==> src/rtl/norm_pkg.sv <==
`default_nettype none
// +----------------------------------------------------------------------+
// | norm_pkg: shared types and constants for the DW_norm rounding stage  |
// | Rev 1.0                                                              |
// +----------------------------------------------------------------------+
package norm_pkg;

    typedef enum logic [1:0] {
        RM_RNE = 2'b00,
        RM_RTZ = 2'b01,
        RM_RUP = 2'b10,
        RM_RDN = 2'b11
    } round_mode_e;

    typedef struct packed {
        logic zero;
        logic ovfl;
        logic inexact;
    } norm_flags_t;

    // Output register occupancy, encoded directly as {m_valid, s_valid}.
    typedef enum logic [1:0] {
        ST_EMPTY = 2'b00,
        ST_ONE   = 2'b10,
        ST_FULL  = 2'b11
    } skid_state_e;

    // All-ones saturation pattern; users slice it to their exponent width.
    localparam logic [31:0] c_exp_sat = 32'hFFFF_FFFF;

endpackage : norm_pkg
`default_nettype wire

==> src/rtl/norm_rne_round.sv <==
`default_nettype none
// +----------------------------------------------------------------------+
// | norm_rne_round: combinational RNE rounding with exponent saturation  |
// | Rev 1.0                                                              |
// +----------------------------------------------------------------------+
module norm_rne_round
    import norm_pkg::*;
#(
    parameter int A_WIDTH   = 8,
    parameter int EXP_WIDTH = 4,
    parameter int OUT_WIDTH = 5
) (
    input  logic [A_WIDTH-1:0]   i_b,
    input  logic [EXP_WIDTH-1:0] i_exp,
    input  logic                 i_no_detect,
    input  logic                 i_ovfl,
    output logic [OUT_WIDTH-1:0] o_m,
    output logic [EXP_WIDTH-1:0] o_exp,
    output norm_flags_t          o_flags
);

    localparam int c_guard_pos = A_WIDTH - OUT_WIDTH - 1;
    localparam logic [EXP_WIDTH-1:0] c_exp_max = c_exp_sat[EXP_WIDTH-1:0];

    logic [OUT_WIDTH-1:0] w_kept;
    logic                 w_guard;
    logic                 w_sticky;
    logic                 w_round_up;
    logic [OUT_WIDTH:0]   w_sum;
    logic                 w_carry;

    assign w_kept     = i_b[A_WIDTH-1 -: OUT_WIDTH];
    assign w_guard    = i_b[c_guard_pos];
    assign w_sticky   = |i_b[c_guard_pos-1:0];
    assign w_round_up = w_guard & (w_sticky | w_kept[0]);
    assign w_sum      = {1'b0, w_kept} + {{OUT_WIDTH{1'b0}}, w_round_up};
    assign w_carry    = w_sum[OUT_WIDTH];

    always_comb begin
        o_m             = w_sum[OUT_WIDTH-1:0];
        o_exp           = i_exp;
        o_flags.zero    = 1'b0;
        o_flags.ovfl    = 1'b0;
        o_flags.inexact = w_guard | w_sticky;

        if (i_no_detect) begin
            o_m             = '0;
            o_exp           = '0;
            o_flags.zero    = 1'b1;
            o_flags.inexact = |i_b;
        end else if (i_ovfl || (w_carry && (i_exp == c_exp_max))) begin
            o_m          = '1;
            o_exp        = c_exp_max;
            o_flags.ovfl = 1'b1;
        end else if (w_carry) begin
            // Mantissa wrapped to zero; renormalise to 1.000... and bump exponent.
            o_m   = {1'b1, {(OUT_WIDTH-1){1'b0}}};
            o_exp = i_exp + {{(EXP_WIDTH-1){1'b0}}, 1'b1};
        end
    end

endmodule : norm_rne_round
`default_nettype wire

==> src/rtl/norm_round_pipe.sv <==
`default_nettype none
// +----------------------------------------------------------------------+
// | norm_round_pipe: RNE round/pack stage with skid buffer and counter   |
// | Rev 1.0                                                              |
// +----------------------------------------------------------------------+
module norm_round_pipe
    import norm_pkg::*;
#(
    parameter int A_WIDTH   = 8,
    parameter int EXP_WIDTH = 4,
    parameter int OUT_WIDTH = 5,
    parameter int CNT_WIDTH = 16
) (
    input  logic                 clk,
    input  logic                 rst_n,
    input  logic                 in_valid,
    output logic                 in_ready,
    input  logic [A_WIDTH-1:0]   in_b,
    input  logic [EXP_WIDTH-1:0] in_exp,
    input  logic                 in_no_detect,
    input  logic                 in_ovfl,
    output logic                 out_valid,
    input  logic                 out_ready,
    output logic [OUT_WIDTH-1:0] out_m,
    output logic [EXP_WIDTH-1:0] out_exp,
    output logic                 out_zero,
    output logic                 out_ovfl,
    output logic                 out_inexact,
    input  logic                 cnt_clr,
    output logic [CNT_WIDTH-1:0] inexact_cnt
);

    localparam int c_res_w = OUT_WIDTH + EXP_WIDTH + 3;

    logic [OUT_WIDTH-1:0] w_rnd_m;
    logic [EXP_WIDTH-1:0] w_rnd_exp;
    norm_flags_t          w_rnd_flags;
    logic [c_res_w-1:0]   w_rnd_res;
    logic                 w_accept;
    logic                 w_drain;
    norm_flags_t          w_out_flags;

    skid_state_e          state_q, state_d;
    logic [c_res_w-1:0]   m_q, m_d;
    logic [c_res_w-1:0]   s_q, s_d;
    logic [CNT_WIDTH-1:0] cnt_q, cnt_d;

    norm_rne_round #(
        .A_WIDTH   (A_WIDTH),
        .EXP_WIDTH (EXP_WIDTH),
        .OUT_WIDTH (OUT_WIDTH)
    ) u_round (
        .i_b         (in_b),
        .i_exp       (in_exp),
        .i_no_detect (in_no_detect),
        .i_ovfl      (in_ovfl),
        .o_m         (w_rnd_m),
        .o_exp       (w_rnd_exp),
        .o_flags     (w_rnd_flags)
    );

    assign w_rnd_res = {w_rnd_m, w_rnd_exp, w_rnd_flags};

    // Both handshake flags come straight from the state register.
    assign out_valid = state_q[1];
    assign in_ready  = ~state_q[0];
    assign w_accept  = in_valid & in_ready;
    assign w_drain   = out_valid & out_ready;

    assign out_m       = m_q[c_res_w-1 -: OUT_WIDTH];
    assign out_exp     = m_q[EXP_WIDTH+2:3];
    assign w_out_flags = m_q[2:0];
    assign out_zero    = w_out_flags.zero;
    assign out_ovfl    = w_out_flags.ovfl;
    assign out_inexact = w_out_flags.inexact;
    assign inexact_cnt = cnt_q;

    always_comb begin
        state_d = state_q;
        m_d     = m_q;
        s_d     = s_q;
        case (state_q)
            ST_EMPTY: begin
                if (w_accept) begin
                    m_d     = w_rnd_res;
                    state_d = ST_ONE;
                end
            end
            ST_ONE: begin
                if (w_accept && w_drain) begin
                    m_d = w_rnd_res;
                end else if (w_accept) begin
                    s_d     = w_rnd_res;
                    state_d = ST_FULL;
                end else if (w_drain) begin
                    state_d = ST_EMPTY;
                end
            end
            ST_FULL: begin
                if (w_drain) begin
                    m_d     = s_q;
                    state_d = ST_ONE;
                end
            end
            default: state_d = ST_EMPTY;
        endcase
    end

    always_comb begin
        cnt_d = cnt_q;
        if (cnt_clr) begin
            cnt_d = '0;
        end else if (w_accept && w_rnd_flags.inexact && !(&cnt_q)) begin
            cnt_d = cnt_q + {{(CNT_WIDTH-1){1'b0}}, 1'b1};
        end
    end

    always_ff @(posedge clk or negedge rst_n) begin
        if (!rst_n) begin
            state_q <= ST_EMPTY;
            m_q     <= '0;
            s_q     <= '0;
            cnt_q   <= '0;
        end else begin
            state_q <= state_d;
            m_q     <= m_d;
            s_q     <= s_d;
            cnt_q   <= cnt_d;
        end
    end

endmodule : norm_round_pipe
`default_nettype wire

==> config.mk <==
export PLATFORM = sky130hd
export DESIGN_NAME = norm_round_pipe
export DESIGN_NICKNAME = d
export VERILOG_FILES = /design/src/rtl/norm_pkg.sv /design/src/rtl/norm_rne_round.sv /design/src/rtl/norm_round_pipe.sv
export SDC_FILE = /design/constraint.sdc
export NUM_CORES = 1
export LEC_CHECK = 0
export ABC_AREA = 1
export BUFFER_PORTS_ARGS = -buffer_cell sky130_fd_sc_hd__buf_4
export CAP_MARGIN = 10
export CORE_AREA = 5 5 61 104
export DETAILED_ROUTE_END_ITERATION = 10
export DIE_AREA = 0 0 66 109
export MAX_ROUTING_LAYER = met4
export PLACE_DENSITY = 0.74
export SLEW_MARGIN = 20
export SYNTH_ARGS = -nofsm -noshare
export SYNTH_HDL_FRONTEND = slang
export SYNTH_HIERARCHICAL = 1
export SYNTH_SLANG_ARGS = --single-unit
==> constraint.sdc <==
create_clock -name clk -period 1.5 [get_ports clk]
set_input_delay 0.075 -clock clk [delete_from_list [all_inputs] [get_ports clk]]
set_output_delay 0.075 -clock clk [all_outputs]
set_load 0.005 [all_outputs]
Word-level counts from Yosys, hierarchy flattened
Index checks and enable logic that the tools add are counted.
W data, S select, Z words.
{"block": "totals", "ff_bits": 42, "inputBits": 19, "output_inout_bits": 30, "elab_cells": 59}
{"block": "classes", "add_sub_neg": 3, "n_eq_ne": 8, "mux": 22, "bitwise_logic": 7, "reduce_logical": 15}
{"op": "$mux W12", "n": 3}
{"op": "$pmux W12 S3", "n": 1}
{"op": "$mux W16", "n": 2}
{"op": "$add A16 B1 Y16 const B", "n": 1}
{"op": "$reduce_and A16 Y1", "n": 1}
{"op": "$mux W5", "n": 3}
{"op": "$mux W4", "n": 3}
{"op": "$mux W2", "n": 5}
{"op": "$ne A2 B2 Y1 const B", "n": 4}
{"op": "$reduce_and A4 Y1", "n": 2}
{"op": "$reduce_or A8 Y1", "n": 1}
{"op": "$add A5 B1 Y6", "n": 1}
{"op": "$pmux W2 S3", "n": 1}
{"op": "$add A4 B1 Y4 const B", "n": 1}
{"op": "$eq A2 B2 Y1 const B", "n": 2}
{"op": "$eq A4 B4 Y1 const B", "n": 1}
{"op": "$logic_and A1 B1 Y1", "n": 4}
{"op": "$mux W1", "n": 4}
{"op": "$and A1 B1 Y1", "n": 3}
{"op": "$ne A3 B3 Y1 const B", "n": 1}
{"op": "$reduce_and A3 Y1", "n": 1}
{"op": "$reduce_bool A3 Y1", "n": 1}
{"op": "$logic_not A2 Y1", "n": 1}
{"op": "$not A1 Y1", "n": 2}
{"op": "other kinds (5)", "n": 6}

Longest topological paths before layout
{"block": "logic_depth", "ltp_word": 10, "ltp_mapped": 12, "ltp_nobuf": 12}

By module
Netlist, hierarchy kept.
{"module": "norm_round_pipe", "instances": 1, "cells_each": 308, "area_per_inst_um2": 2255.9, "seq_area_each_um2": 1051.0}
{"module": "norm_rne_round", "instances": 1, "cells_each": 70, "area_per_inst_um2": 355.3, "seq_area_each_um2": 0.0}

Worst setup path after synthesis
Ideal clock, no wire load.
{"block": "synth_timing", "path_type": "register to register", "from": "register state_q[1]", "to": "register m_q[0]", "setup_ns": 0.131, "arrival_time_ns": 1.370, "t_required_ns": 1.369, "setup_slack_ns": -0.001, "path_stages_with_launch": 9, "n_path_buf": 2, "synth_period_minus_slack_ns": 1.501, "path_cell_list": "dfrtp_1 > ha_1 > clkbuf_1 > nand2_1 > nand2_1 > inv_1 > o211ai_2 > clkbuf_1 > o21ai_0"}
{"block": "synth_between", "elab_chain_len": 4, "word_cells_on_any_way": 11, "classes_between": "eq/ne (5); mux (1); bitwise (1); reduce/logical (4)"}
{"item": "start: declaration", "line": "norm_round_pipe.sv:43", "rtl": "skid_state_e state_q, state_d;"}
{"item": "start signal: assignment", "line": "norm_round_pipe.sv:125", "rtl": "state_q <= state_d;"}
{"item": "$and A1 B1 Y1", "line": "norm_round_pipe.sv:68", "rtl": "assign w_drain = out_valid & out_ready;"}
{"item": "$logic_and A1 B1 Y1", "line": "norm_round_pipe.sv:90", "rtl": "if (w_accept && w_drain) begin"}
{"item": "$ne A2 B2 Y1 (no source line)"}
{"item": "$reduce_and A4 Y1 (no source line)"}
{"item": "end signal: assignment", "line": "norm_round_pipe.sv:126", "rtl": "m_q <= m_d;"}
{"item": "end: declaration", "line": "norm_round_pipe.sv:44", "rtl": "logic [c_res_w-1:0] m_q, m_d;"}
Several ways; a longest one is shown, not always the timed one.
A chain may end at the register's enable or synchronous reset.

Worst setup path after layout
{"block": "layout_timing", "from": "register cnt_q[1] (netlist: inexact_cnt[1])", "to": "register cnt_q[9] (netlist: inexact_cnt[9])"}
{"block": "layout_between", "elab_chain_len": 4, "word_cells_on_any_way": 7, "classes_between": "add/sub (1); mux (2); reduce/logical (4)"}
{"item": "start: declaration", "line": "norm_round_pipe.sv:46", "rtl": "logic [CNT_WIDTH-1:0] cnt_q, cnt_d;"}
{"item": "start signal: assignment", "line": "norm_round_pipe.sv:128", "rtl": "cnt_q <= cnt_d;"}
{"item": "parallel branches: the longest is 4 deep, another holds $add A16 B1 Y16"}
Parallel ways; which one is timed is not known. The select of a mux whose other input is x is not followed.

==> impl_metrics.csv <==
group,metric,value,unit
status,status,"complete, but fails checks",
status,violations,"setup timing",
global_route,grt_overflow,0,
pwr,peakVddDrop,0.000678,V
worst_setup_path,cpMostUsedCell,"nor2_4",
die,die_w,66,um
yosys,syn_area_per_cell,6.91,um2
die,core_area,5450,um2
routing,wl_per_cell,12.5,um
clock_network,clk_pin_slew,0.08,ns
place,gp_congestion,0.907,
worst_setup_path,slowest_stage,"dfrtp_1",
pwr,p_int,2740,uW
routing,drtIter0Drc,187,
yosys,synth_top_family_by_area,"simple AND/OR/NAND/NOR gates",
worst_setup_path,worstRegToRegCells,10,
global_route,antenna_found_initial,0,
yosys,synth-simple-area-share,35.2,%
yosys,syn_inst,378,
worst_setup_path,timing.critical_path.from,"inexact_cnt[1]",
yosys,synthAdderAreaFrac,3.35,%
yosys,synth_area,2610,um2
yosys,synth_compound_area_share,10.9,%
timing,fmax,649,MHz
yosys,ys.warnings.count,6,
pwr,p_sw,1720,uW
pwr,leakagePower,0.00186,uW
routing,drc,0,
worst_setup_path,setup.worst_path.class,"register to register",
timing,hold_viol_final,0,
clock_network,numCtsBuffers,5,
die,die-area,7190,um2
pwr,switching_share,38.6,%
timing,final-max-slew-violation-count,0,
routing,first_pass_iters,4,
routing,route.vias.total,2607,
clock_network,cts_tree,"yes",
global_route,grt_usage,20.1,%
worst_setup_path,slowest_delay,0.40,ns
worst_setup_path,cp-end-kind,"register",
clock_network,cts-root-buf,"clkbuf_8",
clock_network,clock_latency,0.32,ns
place,dpl_cell_area,3220,um2
die,die_h,109,um
cells_and_area,num_antenna_cells,0,
routing,routed_wl,6620,um
clock_network,htreeDepth,2,
place,io_buffers,48,
timing,fin_skew,0.00742,ns
timing,relSlewSlack,64.5,%
worst_setup_path,reg2reg_from,"inexact_cnt[1]",
pwr,combPwrFrac,45.3,%
worst_setup_path,worstPathRequired,1.75,ns
timing,period_share,103,%
timing,rsz0062_at_grt,"yes",
place,hpwl,4970,um
min_path,hold_depth,4,
yosys,syn_nets,404,
yosys,synthMuxAreaShare,0,%
run,drv_cap,0,
global_route,grt_pass1_wl,10900,um
clock_network,clock-sinks,42,
worst_setup_path,cp_data_arrival_time,1.80,ns
yosys,ys_seq_area_share,40.2,%
clock_network,cts_buffer_depth,2,
die,std_cell_rows,36,
place,pre_cts_ws,0.0234,ns
timing,tightestPinTransition,0.533,ns
global_route,grt_pass1_vias,2570,
die,start_util,47.9,%
timing,setup_violations,10,
worst_setup_path,crit_fanout,6,
yosys,synth_cell_types,27,
min_path,min-delay-start,"cnt_clr",
timing,fin_crit,1.54,ns
cells_and_area,fin_area,3470,um2
routing,via_per_inst,4.94,
routing,final_antenna_net_count,0,
min_path,hp-class,"primary input to register",
cells_and_area,synthToLayoutAreaGrowth,32.8,%
yosys,yosys.area_share.xor_xnor,1.34,%
pwr,p_per_area,1290,nW/um2
yosys,synth-seq-cells,42,
die,io_pins,49,
timing,setup_slack,-0.0420,ns
worst_setup_path,worstSetupStartpointType,"register",
cells_and_area,nets,477,
global_route,grt_start_max_net_pins,43,
pwr,seqPwrFrac,37.9,%
pwr,clock_power_share,16.8,%
cells_and_area,drive_gt1_share,26.1,%
worst_setup_path,crit_path_cell_trace,"ha_4 > nand2_4 > nor2_4 > nand2_2 > nor2_4 > nor2_4 > nor2_4 > clkbuf_16 > nand2_1 > nand2_1",
-- logic make-up after synthesis --
kind of cell / count (synthesis)
buffers and inverters: 59
and+or+nand+nor: 213
DFF: 42
xor gates and xnor gates: 4
AOI/OAI and AO/OA: 53
adders and majority gates: 7
-- critical path, delay by kind of cell (launching register included) --
family                   cells  cell delay, ns
adder cells (fa/ha/maj)      1            0.17
buffers and inverters        1            0.18
flip-flops                   1            0.40
AND/OR/NAND/NOR              8            0.73
-- layout by cell type (no fill, tap or decap) --
master	n
o21ai_0	27
o211ai_4	1
inv_2	5
inv_1	42
a21oi_1	15
nor2_1	33
clkinv_2	1
clkinv_1	1
clkinv_4	1
o21ai_1	8
ha_4	1
or2_2	1
xor2_1	3
nand2_4	3
nand4_1	11
nand2_2	7
buf_12	2
nor2_2	4
clkbuf_8	5
nand3b_1	1
nand2_1	121
ha_1	4
clkbuf_16	1
and2_0	1
dfrtp_2	1
nand3_1	24
xnor2_1	1
nor2_4	7
clkinvlp_4	1
o21ai_4	2
buf_6	4
buf_4	69
ha_2	2
dlygate4sd3_1	1
dfrtp_1	41
-- sequential cells by signal, indices dropped and copies added, names as in the netlist --
signal,flops
inexact_cnt,16
state_q,2
m_q,12
s_q,12
-- cells in the mapped netlist, drive strengths merged --
cell type  number  area, um2
and2            1       6.26
nand3b          1       7.51
nand4          11       68.8
clkinv          1       3.75
buf             5       32.5
o21ai          37        196
nand3          24        120
nand2         131        514
o211ai          1       12.5
inv            47        176
dfrtp          42       1050
clkbuf          6       22.5
nor2           44        195
or2             1       6.26
xor2            3       26.3
ha              7       87.6
xnor2           1       8.76
a21oi          15       75.1
-- metrics by stage --
step	hold slack [ns]	setup TNS, ns	util, %	power [uW]	cells
after floorplan	-0.221	0	-	2680	378
after global placement	0.0922	0	59.0	3390	515
after detailed placement	0.0980	0	59.0	3440	515
after CTS	0.0533	0	60.9	4200	524
after global routing	0.0746	-1.62	63.6	4840	528
final	0.0514	-0.251	63.6	4470	528
-- timing repair --
action	in CTS	in global routing
resized for setup	1	37
gates cloned	0	2
endpoints found under the hold margin	42	0
pin swaps	0	9
setup endpoints to repair	1	40
hold buffers	1	0
setup buffers	0	2
-- power groups by stage --
stage,sequential [uW],clock [uW],combinational [uW]
3_5_place_dp,1700,0,1740
3_3_place_gp,1690,0,1700
2_1_floorplan,1680,0,994
5_1_grt,1730,807,2300
6_report,1690,751,2020
4_1_cts,1680,759,1760
-- cell type report --
class / instances / area [um2]
sequential: 42 / 1050
clock inverter: 3 / 21.3
timing repair buffer: 77 / 638
multi-input combinational: 277 / 1410
fill: 482 / 1980
inverter: 48 / 180
tap: 76 / 95.1
clock buffer: 5 / 68.8
-- final timing paths --
path                                        to  slack [ns]
worst max-delay path            inexact_cnt[9]       -0.04
worst min-delay path            inexact_cnt[4]        0.05
worst max register to register  inexact_cnt[9]       -0.04
worst min register to register          s_q[2]        0.49
max in group asynchronous           state_q[1]        0.84
min in group asynchronous       inexact_cnt[1]        0.28
-- layer usage --
layer	track usage (%)	vias up	routed length (um)	part of all wire (%)
met5	-	-	0	0
met4	9.45	0	146	2.2
met3	2.99	13	341	5.2
met2	38.3	75	3810	58
met1	19.1	1183	2320	35
li1	-	1336	-	-
(Power assumes the default switching activity.)
